<file path="src/rtl/i2s_pkg.sv">
// i2s_pkg: shared constants and FSM state type for the I2S receive path.
// Holds default widths, synchronizer depth and the slot-tracking state enum.
package i2s_pkg;

    localparam int DATA_W_DEFAULT = 24;
    localparam int SLOT_W_DEFAULT = 32;
    localparam int SYNC_DEPTH     = 2;

    typedef enum logic [1:0] {
        IDLE,
        LEFT,
        RIGHT
    } rx_state_t;

endpackage

</file>
<file path="src/rtl/i2s_receiver_if.sv">
// i2s_receiver_if: parallel frame output bundle of the I2S receiver.
// master = receiver (drives samples, data_ready, overrun); slave = consumer (drives data_ack).
interface i2s_receiver_if #(
    parameter int DATA_W = i2s_pkg::DATA_W_DEFAULT
);
    logic [DATA_W-1:0] sound_dataL;
    logic [DATA_W-1:0] sound_dataR;
    logic              data_ready;
    logic              data_ack;
    logic              overrun;

    modport master (
        output sound_dataL,
        output sound_dataR,
        output data_ready,
        output overrun,
        input  data_ack
    );

    modport slave (
        input  sound_dataL,
        input  sound_dataR,
        input  data_ready,
        input  overrun,
        output data_ack
    );
endinterface

</file>
<file path="src/rtl/i2s_sync_edge.sv">
// i2s_sync_edge: 2-flop synchronizer plus edge register for one async input.
// Ports: clk, rst, i_async in; o_level (aligned with edges), o_rise, o_fall out (registered).
module i2s_sync_edge
    import i2s_pkg::*;
(
    input  logic clk,
    input  logic rst,
    input  logic i_async,
    output logic o_level,
    output logic o_rise,
    output logic o_fall
);

    logic [SYNC_DEPTH:0] r_sh;
    logic                r_rise;
    logic                r_fall;

    always_ff @(posedge clk or posedge rst) begin
        if (rst) begin
            r_sh   <= '0;
            r_rise <= 1'b0;
            r_fall <= 1'b0;
        end else begin
            r_sh   <= {r_sh[SYNC_DEPTH-1:0], i_async};
            r_rise <= r_sh[SYNC_DEPTH-1] & ~r_sh[SYNC_DEPTH];
            r_fall <= ~r_sh[SYNC_DEPTH-1] & r_sh[SYNC_DEPTH];
        end
    end

    // Edge flags are registered, so the level they describe is the last stage.
    assign o_level = r_sh[SYNC_DEPTH];
    assign o_rise  = r_rise;
    assign o_fall  = r_fall;

endmodule

</file>
<file path="src/rtl/i2s_receiver.sv">
// i2s_receiver: deserializes I2S ADC data into parallel left/right samples in the clk domain.
// Ports: clk, rst (async high), en, audio_bit_clk, lr_clk, adc_serial_data; bus (master) carries
// sound_dataL/R, data_ready, overrun and data_ack. Define I2S_RX_OVERRUN_EN for a sticky overrun flag.
module i2s_receiver
    import i2s_pkg::*;
#(
    parameter int DATA_W = DATA_W_DEFAULT,
    parameter int SLOT_W = SLOT_W_DEFAULT
) (
    input  logic            clk,
    input  logic            rst,
    input  logic            en,
    input  logic            audio_bit_clk,
    input  logic            lr_clk,
    input  logic            adc_serial_data,
    i2s_receiver_if.master  bus
);

    localparam int CNT_W = (SLOT_W > 1) ? $clog2(SLOT_W) : 1;

    logic              w_bclk_lvl;
    logic              w_bclk_rise;
    logic              w_bclk_fall;
    logic              w_lr_lvl;
    logic              w_lr_srise;
    logic              w_lr_sfall;
    logic              w_unused;

    logic [SYNC_DEPTH:0] r_dat_sh;
    logic              r_lr_prev;
    rx_state_t         r_state;
    rx_state_t         w_next;
    logic [CNT_W-1:0]  r_bitcnt;
    logic [DATA_W-1:0] r_shift;
    logic [DATA_W-1:0] r_hold_l;
    logic [DATA_W-1:0] r_data_l;
    logic [DATA_W-1:0] r_data_r;
    logic              r_ready;

    logic              w_lr_fall;
    logic              w_lr_rise;
    logic              w_start;
    logic              w_shift;
    logic              w_latch_l;
    logic              w_publish;
    logic [DATA_W-1:0] w_mask;

    i2s_sync_edge u_bclk (
        .clk     (clk),
        .rst     (rst),
        .i_async (audio_bit_clk),
        .o_level (w_bclk_lvl),
        .o_rise  (w_bclk_rise),
        .o_fall  (w_bclk_fall)
    );

    i2s_sync_edge u_lr (
        .clk     (clk),
        .rst     (rst),
        .i_async (lr_clk),
        .o_level (w_lr_lvl),
        .o_rise  (w_lr_srise),
        .o_fall  (w_lr_sfall)
    );

    // Word-select changes between bclk rises; compare against the value seen on the last rise.
    assign w_unused  = ^{w_bclk_lvl, w_bclk_fall, w_lr_srise, w_lr_sfall};
    assign w_lr_fall = w_bclk_rise & r_lr_prev & ~w_lr_lvl;
    assign w_lr_rise = w_bclk_rise & ~r_lr_prev & w_lr_lvl;
    assign w_mask    = DATA_W'(1) << (DATA_W - 1 - int'(r_bitcnt));

    always_ff @(posedge clk or posedge rst) begin
        if (rst) r_state <= IDLE;
        else     r_state <= w_next;
    end

    // The rise on the word-select change carries the prior slot's tail: it only restarts the slot.
    always_comb begin
        w_next    = r_state;
        w_start   = 1'b0;
        w_shift   = 1'b0;
        w_latch_l = 1'b0;
        w_publish = 1'b0;
        if (!en) begin
            w_next = IDLE;
        end else begin
            unique case (r_state)
                IDLE: begin
                    if (w_lr_fall) begin
                        w_next  = LEFT;
                        w_start = 1'b1;
                    end
                end
                LEFT: begin
                    if (w_lr_rise) begin
                        w_next    = RIGHT;
                        w_latch_l = 1'b1;
                        w_start   = 1'b1;
                    end else if (w_bclk_rise) begin
                        w_shift = 1'b1;
                    end
                end
                RIGHT: begin
                    if (w_lr_fall) begin
                        w_next    = LEFT;
                        w_publish = 1'b1;
                        w_start   = 1'b1;
                    end else if (w_bclk_rise) begin
                        w_shift = 1'b1;
                    end
                end
                default: w_next = IDLE;
            endcase
        end
    end

    always_ff @(posedge clk or posedge rst) begin
        if (rst) begin
            r_dat_sh  <= '0;
            r_lr_prev <= 1'b0;
            r_bitcnt  <= '0;
            r_shift   <= '0;
            r_hold_l  <= '0;
            r_data_l  <= '0;
            r_data_r  <= '0;
            r_ready   <= 1'b0;
        end else begin
            // Same depth as the word-select level so data lines up with bclk_rise.
            r_dat_sh <= {r_dat_sh[SYNC_DEPTH-1:0], adc_serial_data};
            if (w_bclk_rise) r_lr_prev <= w_lr_lvl;
            if (w_start) begin
                r_bitcnt <= '0;
                r_shift  <= '0;
            end else if (w_shift) begin
                if (int'(r_bitcnt) < DATA_W)
                    r_shift <= r_shift | ({DATA_W{r_dat_sh[SYNC_DEPTH]}} & w_mask);
                if (r_bitcnt != CNT_W'(SLOT_W - 1))
                    r_bitcnt <= r_bitcnt + 1'b1;
            end
            if (w_latch_l) r_hold_l <= r_shift;
            if (w_publish) begin
                r_data_l <= r_hold_l;
                r_data_r <= r_shift;
                r_ready  <= 1'b1;
            end else if (bus.data_ack && r_ready) begin
                r_ready <= 1'b0;
            end
        end
    end

    assign bus.sound_dataL = r_data_l;
    assign bus.sound_dataR = r_data_r;
    assign bus.data_ready  = r_ready;

`ifdef I2S_RX_OVERRUN_EN
    logic r_overrun;

    always_ff @(posedge clk or posedge rst) begin
        if (rst)
            r_overrun <= 1'b0;
        else if (w_publish && r_ready && !bus.data_ack)
            r_overrun <= 1'b1;
    end

    assign bus.overrun = r_overrun;
`else
    assign bus.overrun = 1'b0;
`endif

endmodule

</file>
<file path="src/flat_wrapper.sv">
// flat-port wrapper written by rule: the top's interface ports become plain ports
module i2s_receiver_flat import i2s_pkg::*;
#(
    parameter int DATA_W = DATA_W_DEFAULT,
    parameter int SLOT_W = SLOT_W_DEFAULT
)
  (clk, rst, en, audio_bit_clk, lr_clk, adc_serial_data, bus_sound_dataL, bus_sound_dataR, bus_data_ready, bus_overrun, bus_data_ack);
  i2s_receiver_if #(.DATA_W(DATA_W)) bus_i ();
  input  logic clk;
  input  logic rst;
  input  logic en;
  input  logic audio_bit_clk;
  input  logic lr_clk;
  input  logic adc_serial_data;
  output wire logic [$bits(bus_i.sound_dataL)-1:0] bus_sound_dataL;
  output wire logic [$bits(bus_i.sound_dataR)-1:0] bus_sound_dataR;
  output wire logic [$bits(bus_i.data_ready)-1:0] bus_data_ready;
  output wire logic [$bits(bus_i.overrun)-1:0] bus_overrun;
  input wire logic [$bits(bus_i.data_ack)-1:0] bus_data_ack;
  assign bus_sound_dataL = bus_i.sound_dataL;
  assign bus_sound_dataR = bus_i.sound_dataR;
  assign bus_data_ready = bus_i.data_ready;
  assign bus_overrun = bus_i.overrun;
  assign bus_i.data_ack = bus_data_ack;
  i2s_receiver #(.DATA_W(DATA_W), .SLOT_W(SLOT_W)) u_core (.clk(clk), .rst(rst), .en(en), .audio_bit_clk(audio_bit_clk), .lr_clk(lr_clk), .adc_serial_data(adc_serial_data), .bus(bus_i));
endmodule
</file>
<file path="config.mk">
export PLATFORM = sky130hd
export DESIGN_NAME = i2s_receiver_flat
export DESIGN_NICKNAME = d
export VERILOG_FILES = /design/src/rtl/i2s_pkg.sv /design/src/rtl/i2s_receiver_if.sv /design/src/rtl/i2s_sync_edge.sv /design/src/rtl/i2s_receiver.sv /design/src/flat_wrapper.sv
export SDC_FILE = /design/constraint.sdc
export NUM_CORES = 1
export LEC_CHECK = 0
export BUFFER_PORTS_ARGS = -buffer_cell sky130_fd_sc_hd__buf_4
export CORE_MARGIN = 8
export CORE_UTILIZATION = 54
export CTS_BUF_LIST = sky130_fd_sc_hd__clkbuf_2 sky130_fd_sc_hd__clkbuf_4 sky130_fd_sc_hd__clkbuf_8
export DETAILED_ROUTE_END_ITERATION = 10
export PLACE_DENSITY = 0.75
export SLEW_MARGIN = 20
export SYNTH_ARGS = -nofsm -noshare
export SYNTH_HDL_FRONTEND = slang
export SYNTH_SLANG_ARGS = --single-unit
</file>
<file path="constraint.sdc">
create_clock -name clk -period 7.1 [get_ports clk]
set_input_delay 1.42 -clock clk [delete_from_list [all_inputs] [get_ports clk]]
set_output_delay 1.42 -clock clk [all_outputs]
set_load 0.02 [all_outputs]
</file>
# Word level (Yosys, flattened, before mapping)
# Index checks and enable logic that the tools add are counted.
dict set report totals {
  output_inout_bits 50
  word_cells 66
  regBits 115
}
dict set report classes {
  bitwise_logic 10
  addsub 2
  magnitude_cmp 1
  reduce_logical 10
  n_shift 1
  muxes 25
  eq_ne 5
}
# operator n
set ops {}
lappend ops {{2-to-1 mux 24 bit} 3}
lappend ops {{left shift 1 x 32 -> 24 bit, first input constant} 1}
lappend ops {{AND 24 bit} 1}
lappend ops {{bitwise OR 24 bit} 1}
lappend ops {{2-to-1 mux 5 bit} 3}
lappend ops {{2-to-1 mux 1 bit} 13}
lappend ops {{nonzero test 2 bit} 4}
lappend ops {{2-to-1 mux 2 bit} 3}
lappend ops {{inequality test 3 x 2 -> 1 bit, second input constant} 2}
lappend ops {{AND reduction 2 bit} 3}
lappend ops {{subtractor 5 x 5 -> 6 bit, first input constant} 1}
lappend ops {{adder 5 x 1 -> 5 bit, second input constant} 1}
lappend ops {{AND 1 bit} 5}
lappend ops {{less-than comparator 5 bit, second input constant} 1}
lappend ops {{inequality test 5 bit, second input constant} 1}
lappend ops {{case mux 1 bit (2 select lines)} 2}
lappend ops {{case mux 2 bit (2 select lines)} 1}
lappend ops {{NOT 1 bit} 3}
lappend ops {{equality test 2 x 1 -> 1 bit, second input constant} 1}
lappend ops {{equality test 2 bit, second input constant} 1}
lappend ops {{logical NOT 2 bit} 1}
lappend ops {{OR reduction 2 bit} 1}
lappend ops {{logical AND 1 bit} 1}

# Depth between registers and ports, before layout
# Gate-level depths: netlist (run 1).
dict set report depth {
  word_depth 8
  mapped_depth 7
  ltp_nobuf 6
}

# Modules after synthesis
# A second synthesis (run 1) with hierarchy kept.
dict set report hier_totals {
  hier_cells 351
  area_unflattened_um2 4750.8
}
# module area_each_um2 instances cells_per_inst seq_area_each_um2
set modules_own_cells {}
lappend modules_own_cells {i2s_receiver 4463.0 1 335 2702.6}
lappend modules_own_cells {i2s_sync_edge 143.9 2 8 125.1}

# Least setup slack after synthesis (run 1)
# OpenSTA, ideal clock, no wires.
dict set report synth_path {
  path_kind {input to register}
  startpoint {input port en}
  endpoint {register u_core.r_data_l[0] (netlist: u_core.bus.sound_dataL[0])}
  required_ns 6.975
  setup_ns 0.125
  setup_slack_ns 4.539
  arrival_ns 2.437
  cell_stages 5
  cell_sequence {nand4_1 -> nor2_1 -> buf_2 -> buf_2 -> mux2_2}
}
dict set report synth_between {
  elab_chain_cells 1
}
# item line
set synth_rtl {}
lappend synth_rtl {{from (decl)} flat_wrapper.sv:11} ;# input logic en;
lappend synth_rtl {{2-to-1 mux 1 bit} i2s_receiver.sv:84} ;# if (!en) begin
lappend synth_rtl {{to (signal assigned)} i2s_receiver.sv:142} ;# r_data_l <= r_hold_l;
lappend synth_rtl {{to (decl)} i2s_receiver.sv:36} ;# logic [DATA_W-1:0] r_data_l;
# Every way passes these cells.
# A chain may end at the register's enable or synchronous reset.

# Worst setup path after layout (run 1)
dict set report layout_path {
  startpoint {input port en}
  endpoint {register u_core.r_data_r[16] (netlist: u_core.bus.sound_dataR[16])}
}
dict set report layout_between {
  elab_chain_cells 1
}
# item line
set layout_rtl {}
lappend layout_rtl {{2-to-1 mux 1 bit} i2s_receiver.sv:84}
lappend layout_rtl {{to (signal assigned)} i2s_receiver.sv:143} ;# r_data_r <= r_shift;
lappend layout_rtl {{to (decl)} i2s_receiver.sv:37} ;# logic [DATA_W-1:0] r_data_r;
# Every way passes these cells.

==> results of run 1 <==
state kept, by name, summed over array words and instances (netlist names):
| register | cells |
|---|---|
| u_core.bus.data_ready | 1 |
| u_core.r_state | 2 |
| u_core.bus.sound_dataR | 24 |
| u_core.bus.sound_dataL | 24 |
| u_core.u_lr.r_sh | 3 |
| u_core.r_hold_l | 24 |
| u_core.u_bclk.r_sh | 3 |
| u_core.r_dat_sh | 3 |
| u_core.r_lr_prev | 1 |
| u_core.r_bitcnt | 5 |
| u_core.r_shift | 24 |
| u_core.u_bclk.o_rise | 1 |
kinds of logic (layout without fill, tap and decap cells):
| logic type | Yosys count | after routing | share of synthesized area (%) |
|---|---|---|---|
| compound gates | 43 | 43 | 6.08 |
| fa+ha+maj | 8 | 8 | 2.18 |
| buf+inv | 27 | 95 | 2.95 |
| flops | 115 | 115 | 62.7 |
| mux | 75 | 75 | 18.4 |
| other cells | 1 | 1 | 0.0818 |
| simple gates | 64 | 64 | 7.58 |
metrics by stage:
step	cells	utilization, %	power [mW]
finish	506	67.6	1.44
global route	506	67.6	1.49
CTS	505	67.4	1.45
detailed placement	475	61.7	0.741
global placement	475	61.7	0.739
floorplan	333	-	0.725
synth_stat cells, drive strengths merged, types with 2 or more instances:
cell / number / area (um2)
nor2b: 2 / 12.5
buf: 15 / 90.1
nand3: 3 / 15.0
inv: 7 / 26.3
mux2: 74 / 833
a21oi: 4 / 20.0
or3b: 2 / 20.0
a31oi: 24 / 150
nand4: 2 / 12.5
and3: 2 / 13.8
dfrtp: 115 / 2880
nand4bb: 2 / 22.5
o21ai: 7 / 38.8
nand2: 6 / 22.5
clkbuf: 5 / 18.8
ha: 8 / 100
and4b: 2 / 21.3
nor3: 4 / 20.0
nor2: 30 / 113
worst max-delay path by stage:
stage | slack, ps | depth (start not counted) | end | from
floorplan | 2640 | 1 | u_core.bus.data_ready$_DFFE_PP0P_ | rst
global placement | 3970 | 5 | u_core.r_hold_l[5]$_DFFE_PP0P_ | en
detailed placement | 3940 | 5 | u_core.r_hold_l[13]$_DFFE_PP0P_ | en
CTS | 4390 | 5 | u_core.r_hold_l[6]$_DFFE_PP0P_ | en
global route | 4480 | 3 | u_core.u_bclk.o_rise$_DFF_PP0_ | rst
finish | 4610 | 5 | u_core.bus.sound_dataR[16]$_DFFE_PP0P_ | en
power by group through the flow:
stage          Clock [mW]  Sequential, mW  Combinational, mW
2_1_floorplan           0           0.681             0.0438
3_3_place_gp            0           0.685             0.0538
3_5_place_dp            0           0.685             0.0560
4_1_cts             0.721           0.673             0.0566
5_1_grt             0.752           0.675             0.0640
6_report            0.709           0.674             0.0564
cell type report:
class / count / area (um2)
sequential: 115 / 2880
fill: 572 / 2660
multi-input combinational: 191 / 1600
timing repair buffer: 58 / 443
clock buffer: 22 / 303
clock inverter: 8 / 171
tap: 105 / 131
inverter: 7 / 28.8
metal layers:
metal	vias up	share of wire, %	track usage [%]
met3	13	6.0	5.35
met5	-	0	0
li1	1304	-	-
met4	0	1.4	7.53
met1	1462	45	19.9
met2	84	48	23.8
worst max-delay path, delay by kind of cell:
kind,cells,cell delay (ps)
buffers and inverters,2,610
multiplexers,1,410
AND/OR/NAND/NOR,2,290
==> out/metrics.cfg, run 1 <==
[detailed_routing]
viasPerCell = 5.66
drtAntennaViolNets = 0
drcViolationCount = 0
drtPass1Iterations = 4
wl_per_cell_um = 17.0
wirelength_um = 8620
vias = 2863
drt_iter0_markers = 85

[pwr]
seqPwrFrac_pct = 46.8
p_leak_nw = 2.88
netSwitchingFraction_pct = 20.5
clockPowerShare_pct = 49.3
pwr-share-comb_pct = 3.9
power_density_nw_per_um2 = 259
switchingPower_mw = 0.295
peakVddDrop_uv = 148
internal_power_mw = 1.14

[clock_network]
cts_setup_buffers = 0
h-tree-depth = 4
cts_tree = built
cts-buffers-inserted = 17
cts.clk_slew.worst_paths_ps = 60
post_cts_resized = 0
cts_root_buf = clkbuf_8
cts.sinks = 115
insertion_delay_ps = 420
postCtsHoldBufs = 0
cts_buffer_depth = 2

[placement]
place.gp.congestion = 0.825
port_buffers = 55
dp_slack_ps = 3940
dp_hpwl_um = 5520
dpl_cell_area_um2 = 5070

[floorplanning]
core_area_um2 = 8220
dieArea_um2 = 11700
num_rows = 33
start_util_pct = 55.8
die_h_um = 108
ioPinCount = 57
die_w_um = 108

[critical_path]
r2r_cells = 7
cpMostUsedCell = buf_4
cp_max_fo = 48
arrival_ps = 2790
worstPathRequired_ps = 7400
worstReg2RegEnd = u_core.r_bitcnt[3]$_DFFE_PP0P_
r2r_slack_ps = 4770
critPathLaunchType = input port
worst_path_max_delay_cell = buf_4
rr_startpoint = u_core.r_state[0]$_DFFE_PP0P_
criticalPathCategory = input port to flop
critical-path-max-stage-delay_ps = 500
cp-end-kind = flop
crit_chain = buf_4 -> nand4_1 -> nor2_4 -> buf_4 -> mux2_2

[sta]
finalHoldViolations = 0
setup_tns_ps = 0
slew_headroom_pct = 30.7
maxSlewViolCount = 0
post-route-min-period_ps = 2490
grt_setup_unrepaired = false
fmax_mhz = 401
setup_violations = 0
fin_ws_ps = 4610
fin_skew_ps = 9.89
tightest_slew_ps = 1040
finalCritPeriodShare_pct = 35.1
whs_ps = 348

[run_status]
outcome = finished, final reports clean

[finish]
antennaDiodeCount = 0
layout-drive-gt1-share_pct = 43.9
area_growth_pct = 21.2
layout_commonest_cell = dfrtp_1
final_area_um2 = 5560
final_nets = 405
final_cell_mix = dfrtp_1 (115), mux2_2 (74), buf_4 (57)

[synth]
ys_ff_latch = 115
synthArstFlopShare_pct = 100
synth_edf_count = 0
synth_area_per_cell_um2 = 13.8
synth_seq_area_share_pct = 62.7
synth.distinct_cells = 44
synth_area_um2 = 4590
synthesis.nets = 348
netlist_instances = 333
synth_flop_cell = dfrtp_1
ys_warn_count = 0

[grt]
grt_max_degree = 76
grt_usage_pct = 15.7
grt-ovfl-total = 0
antenna_found_initial = 0
grt_pass1_vias = 2913
grt_first_pass_wirelength_um = 14500

[min_path]
hold_depth = 0
hp-start = u_core.r_dat_sh[0]$_DFF_PP0_
holdPathEnd = u_core.r_dat_sh[1]$_DFF_PP0_
hold_path.class = flop to flop

[job]
max_cap_violations = 0

(Power assumes the default switching activity.)
==> run 2: changes to the inputs <==
--- a/config.mk
+++ b/config.mk
@@ -5,6 +5,7 @@
 export SDC_FILE = /design/constraint.sdc
 export NUM_CORES = 1
 export LEC_CHECK = 0
+export ABC_AREA = 1
 export BUFFER_PORTS_ARGS = -buffer_cell sky130_fd_sc_hd__buf_4
 export CORE_MARGIN = 8
 export CORE_UTILIZATION = 54
==> constraint.sdc (replaced) <==
create_clock -name clk -period 2.3 [get_ports clk]
set_input_delay 0.46 -clock clk [delete_from_list [all_inputs] [get_ports clk]]
set_output_delay 0.46 -clock clk [all_outputs]
set_load 0.02 [all_outputs]
==> run 2 against run 1 <==
  * Cell area is 5.4% higher
  * Total power grew to 3.1 times the previous value
  * Synthesized area is 8.3% higher
  * Sequential power grew to 3.3 times the previous value
  * Utilization is 3.0 points lower
  * Sequential share of layout area is 2.6 points lower
  * First-iteration DRC count grew to 2.7 times the previous value
  * Setup slack worse by 4200 ps
  * Critical endpoint is now u_core.r_shift[20]$_DFFE_PP0P_
  * Largest power group is now sequential cells
==> out/metrics.cfg, run 2 <==
[critical_path]
arrival_ps = 2280
criticalPathCategory = flop to flop
cp_max_fo = 20
cp-end-kind = flop
critPathLaunchType = flop
r2r_cells = 7
worstPathRequired_ps = 2650
worstReg2RegEnd = u_core.r_shift[20]$_DFFE_PP0P_
r2r_slack_ps = 360
rr_startpoint = u_core.r_state[0]$_DFFE_PP0P_

[run_status]
outcome = finished, final reports clean

[min_path]
hold_path.class = input port to flop
hold_depth = 1
hp-start = lr_clk
holdPathEnd = u_core.u_lr.r_sh[0]$_DFF_PP0_

[sta]
finalHoldViolations = 0
setup_tns_ps = 0
slew_headroom_pct = 57.0
finalCritPeriodShare_pct = 84.2
setup_violations = 0
grt_setup_unrepaired = false
fin_skew_ps = 10.8
fmax_mhz = 516
fin_ws_ps = 364
maxSlewViolCount = 0
post-route-min-period_ps = 1940
tightest_slew_ps = 646

[synth]
synth.most_common_cell = nand2_1
synth_area_um2 = 4970
synthTopCellsByArea = dfrtp_1 (58%), nand2_1 (11%), mux2_4 (6.0%)
netlist_instances = 514
ys_ff_latch = 115
synth_common_cells = nand2_1 (147), dfrtp_1 (115), o21ai_0 (54)
synth_edf_count = 0
synthArstFlopShare_pct = 100
synth_top_area_share_pct = 57.9
synthesis.nets = 529
synth_flop_cell = dfrtp_1
synth_seq_area_share_pct = 57.9
synth.distinct_cells = 27
ys_warn_count = 0
synth_largest_area_cell = dfrtp_1
synth_area_per_cell_um2 = 9.66

[grt]
grt_util_met3_pct = 5.03
antenna_found_initial = 0
grt_first_pass_wirelength_um = 17500
use_met1_pct = 22.5
grt-ovfl-total = 0
grtUsageMet2_pct = 27.0
grt_pass1_vias = 3545
grt_usage_pct = 17.4
grt_max_degree = 116
busiest_layer = met2

[finish]
antennaDiodeCount = 0
layout-drive-gt1-share_pct = 21.3
final_nets = 589
layout_commonest_cell = nand2_1
area_growth_pct = 17.9
final_cell_mix = nand2_1 (147), dfrtp_1 (115), buf_4 (60)

[detailed_routing]
drt_iter0_markers = 226
drtAntennaViolNets = 0
drcViolationCount = 0
wl_per_cell_um = 14.6
vias = 3646
wirelength_um = 10200
drtPass1Iterations = 5
viasPerCell = 5.23

[floorplanning]
die_h_um = 112
start_util_pct = 54.8
dieArea_um2 = 12500
num_rows = 35
core_area_um2 = 9060
ioPinCount = 57
die_w_um = 112

[clock_network]
cts_setup_buffers = 0
h-tree-depth = 4
postCtsHoldBufs = 0
cts.clk_slew.worst_paths_ps = 70
post_cts_resized = 0
cts_buffer_depth = 2
cts.sinks = 115
cts_tree = built
cts_root_buf = clkbuf_8
insertion_delay_ps = 420
cts-buffers-inserted = 17

[pwr]
p_leak_nw = 3.10
power_density_nw_per_um2 = 761
peakVddDrop_uv = 493

[placement]
dp_slack_ps = 391
dp_hpwl_um = 6990
place.gp.congestion = 0.908
port_buffers = 55

[job]
max_cap_violations = 0

## run 2: changes by cell type after synthesis, moves of 24 or more
cell / previous run / this run
nand4_1: 2 / 28
nand2_1: 6 / 147
o21ai_0: 6 / 54
inv_1: 7 / 46
mux2_2: 74 / 3
a31oi_1: 24 / 0
## run 2: layout make-up
| cell class | instances | area (um2) |
|---|---|---|
| multi-input combinational | 329 | 1780 |
| clock buffer | 18 | 248 |
| tap | 111 | 139 |
| timing repair buffer | 62 | 490 |
| inverter | 49 | 188 |
| fill | 720 | 3210 |
| clock inverter | 13 | 138 |
| sequential | 115 | 2880 |
## run 2: worst max path at each step
| stage | from | endpoint |
|---|---|---|
| 3_3_place_gp | u_core.r_state[0]$_DFFE_PP0P_ | u_core.bus.sound_dataL[23]$_DFFE_PP0P_ |
| 4_1_cts | u_core.r_state[0]$_DFFE_PP0P_ | u_core.bus.sound_dataR[17]$_DFFE_PP0P_ |
| 3_5_place_dp | u_core.r_state[0]$_DFFE_PP0P_ | u_core.bus.sound_dataR[17]$_DFFE_PP0P_ |
| 5_1_grt | u_core.r_state[0]$_DFFE_PP0P_ | u_core.r_shift[20]$_DFFE_PP0P_ |
| 6_report | u_core.r_state[0]$_DFFE_PP0P_ | u_core.r_shift[20]$_DFFE_PP0P_ |
| 2_1_floorplan | rst | u_core.bus.data_ready$_DFFE_PP0P_ |
## run 2: kinds of logic (layout without fill, tap and decap cells)
family | after synthesis | count (layout) | share of synthesized area, %
multiplexers | 24 | 24 | 6.95
adder cells (fa/ha/maj) | 8 | 8 | 2.02
XOR/XNOR | 2 | 2 | 0.353
AO/OA/AOI/OAI | 59 | 59 | 6.05
flip-flops | 115 | 115 | 57.9
other | 1 | 1 | 0.0755
buffers and inverters | 70 | 142 | 6.27
AND/OR/NAND/NOR | 235 | 235 | 20.3
## run 2: worst max-delay path, stage by stage, from the launching register on
cell and delay, ps:
dfrtp_1 410, inv_1 80, ha_1 280, and3_1 190, nand2_1 120, inv_1 470
nand4_1 200, nand2_1 110
## run 2: routing by layer
| metal | vias up | share of wire [%] |
|---|---|---|
| met2 | 81 | 47 |
| met4 | 0 | 1.8 |
| li1 | 1786 | - |
| met3 | 17 | 4.7 |
| met1 | 1762 | 47 |
| met5 | - | 0 |
## run 2: stage by stage
stage                     instance area [um2]  hold WS [ps]  std cells  utilization, %  total power [mW]
after floorplan                          4970           331        514               -              2.56
after global placement                   5470           333        666            60.4              2.67
after detailed placement                 5470           336        666            60.4              2.69
after CTS                                5860           126        697            64.6              4.49
after global routing                     5860           118        697            64.6              4.66
final                                    5860           142        697            64.6              4.46
## run 2: power by group
part	switching [mW]	total, mW	internal (mW)
logic	0.320	0.457	0.137
registers	0.0864	2.20	2.12
clock network	0.817	1.80	0.981
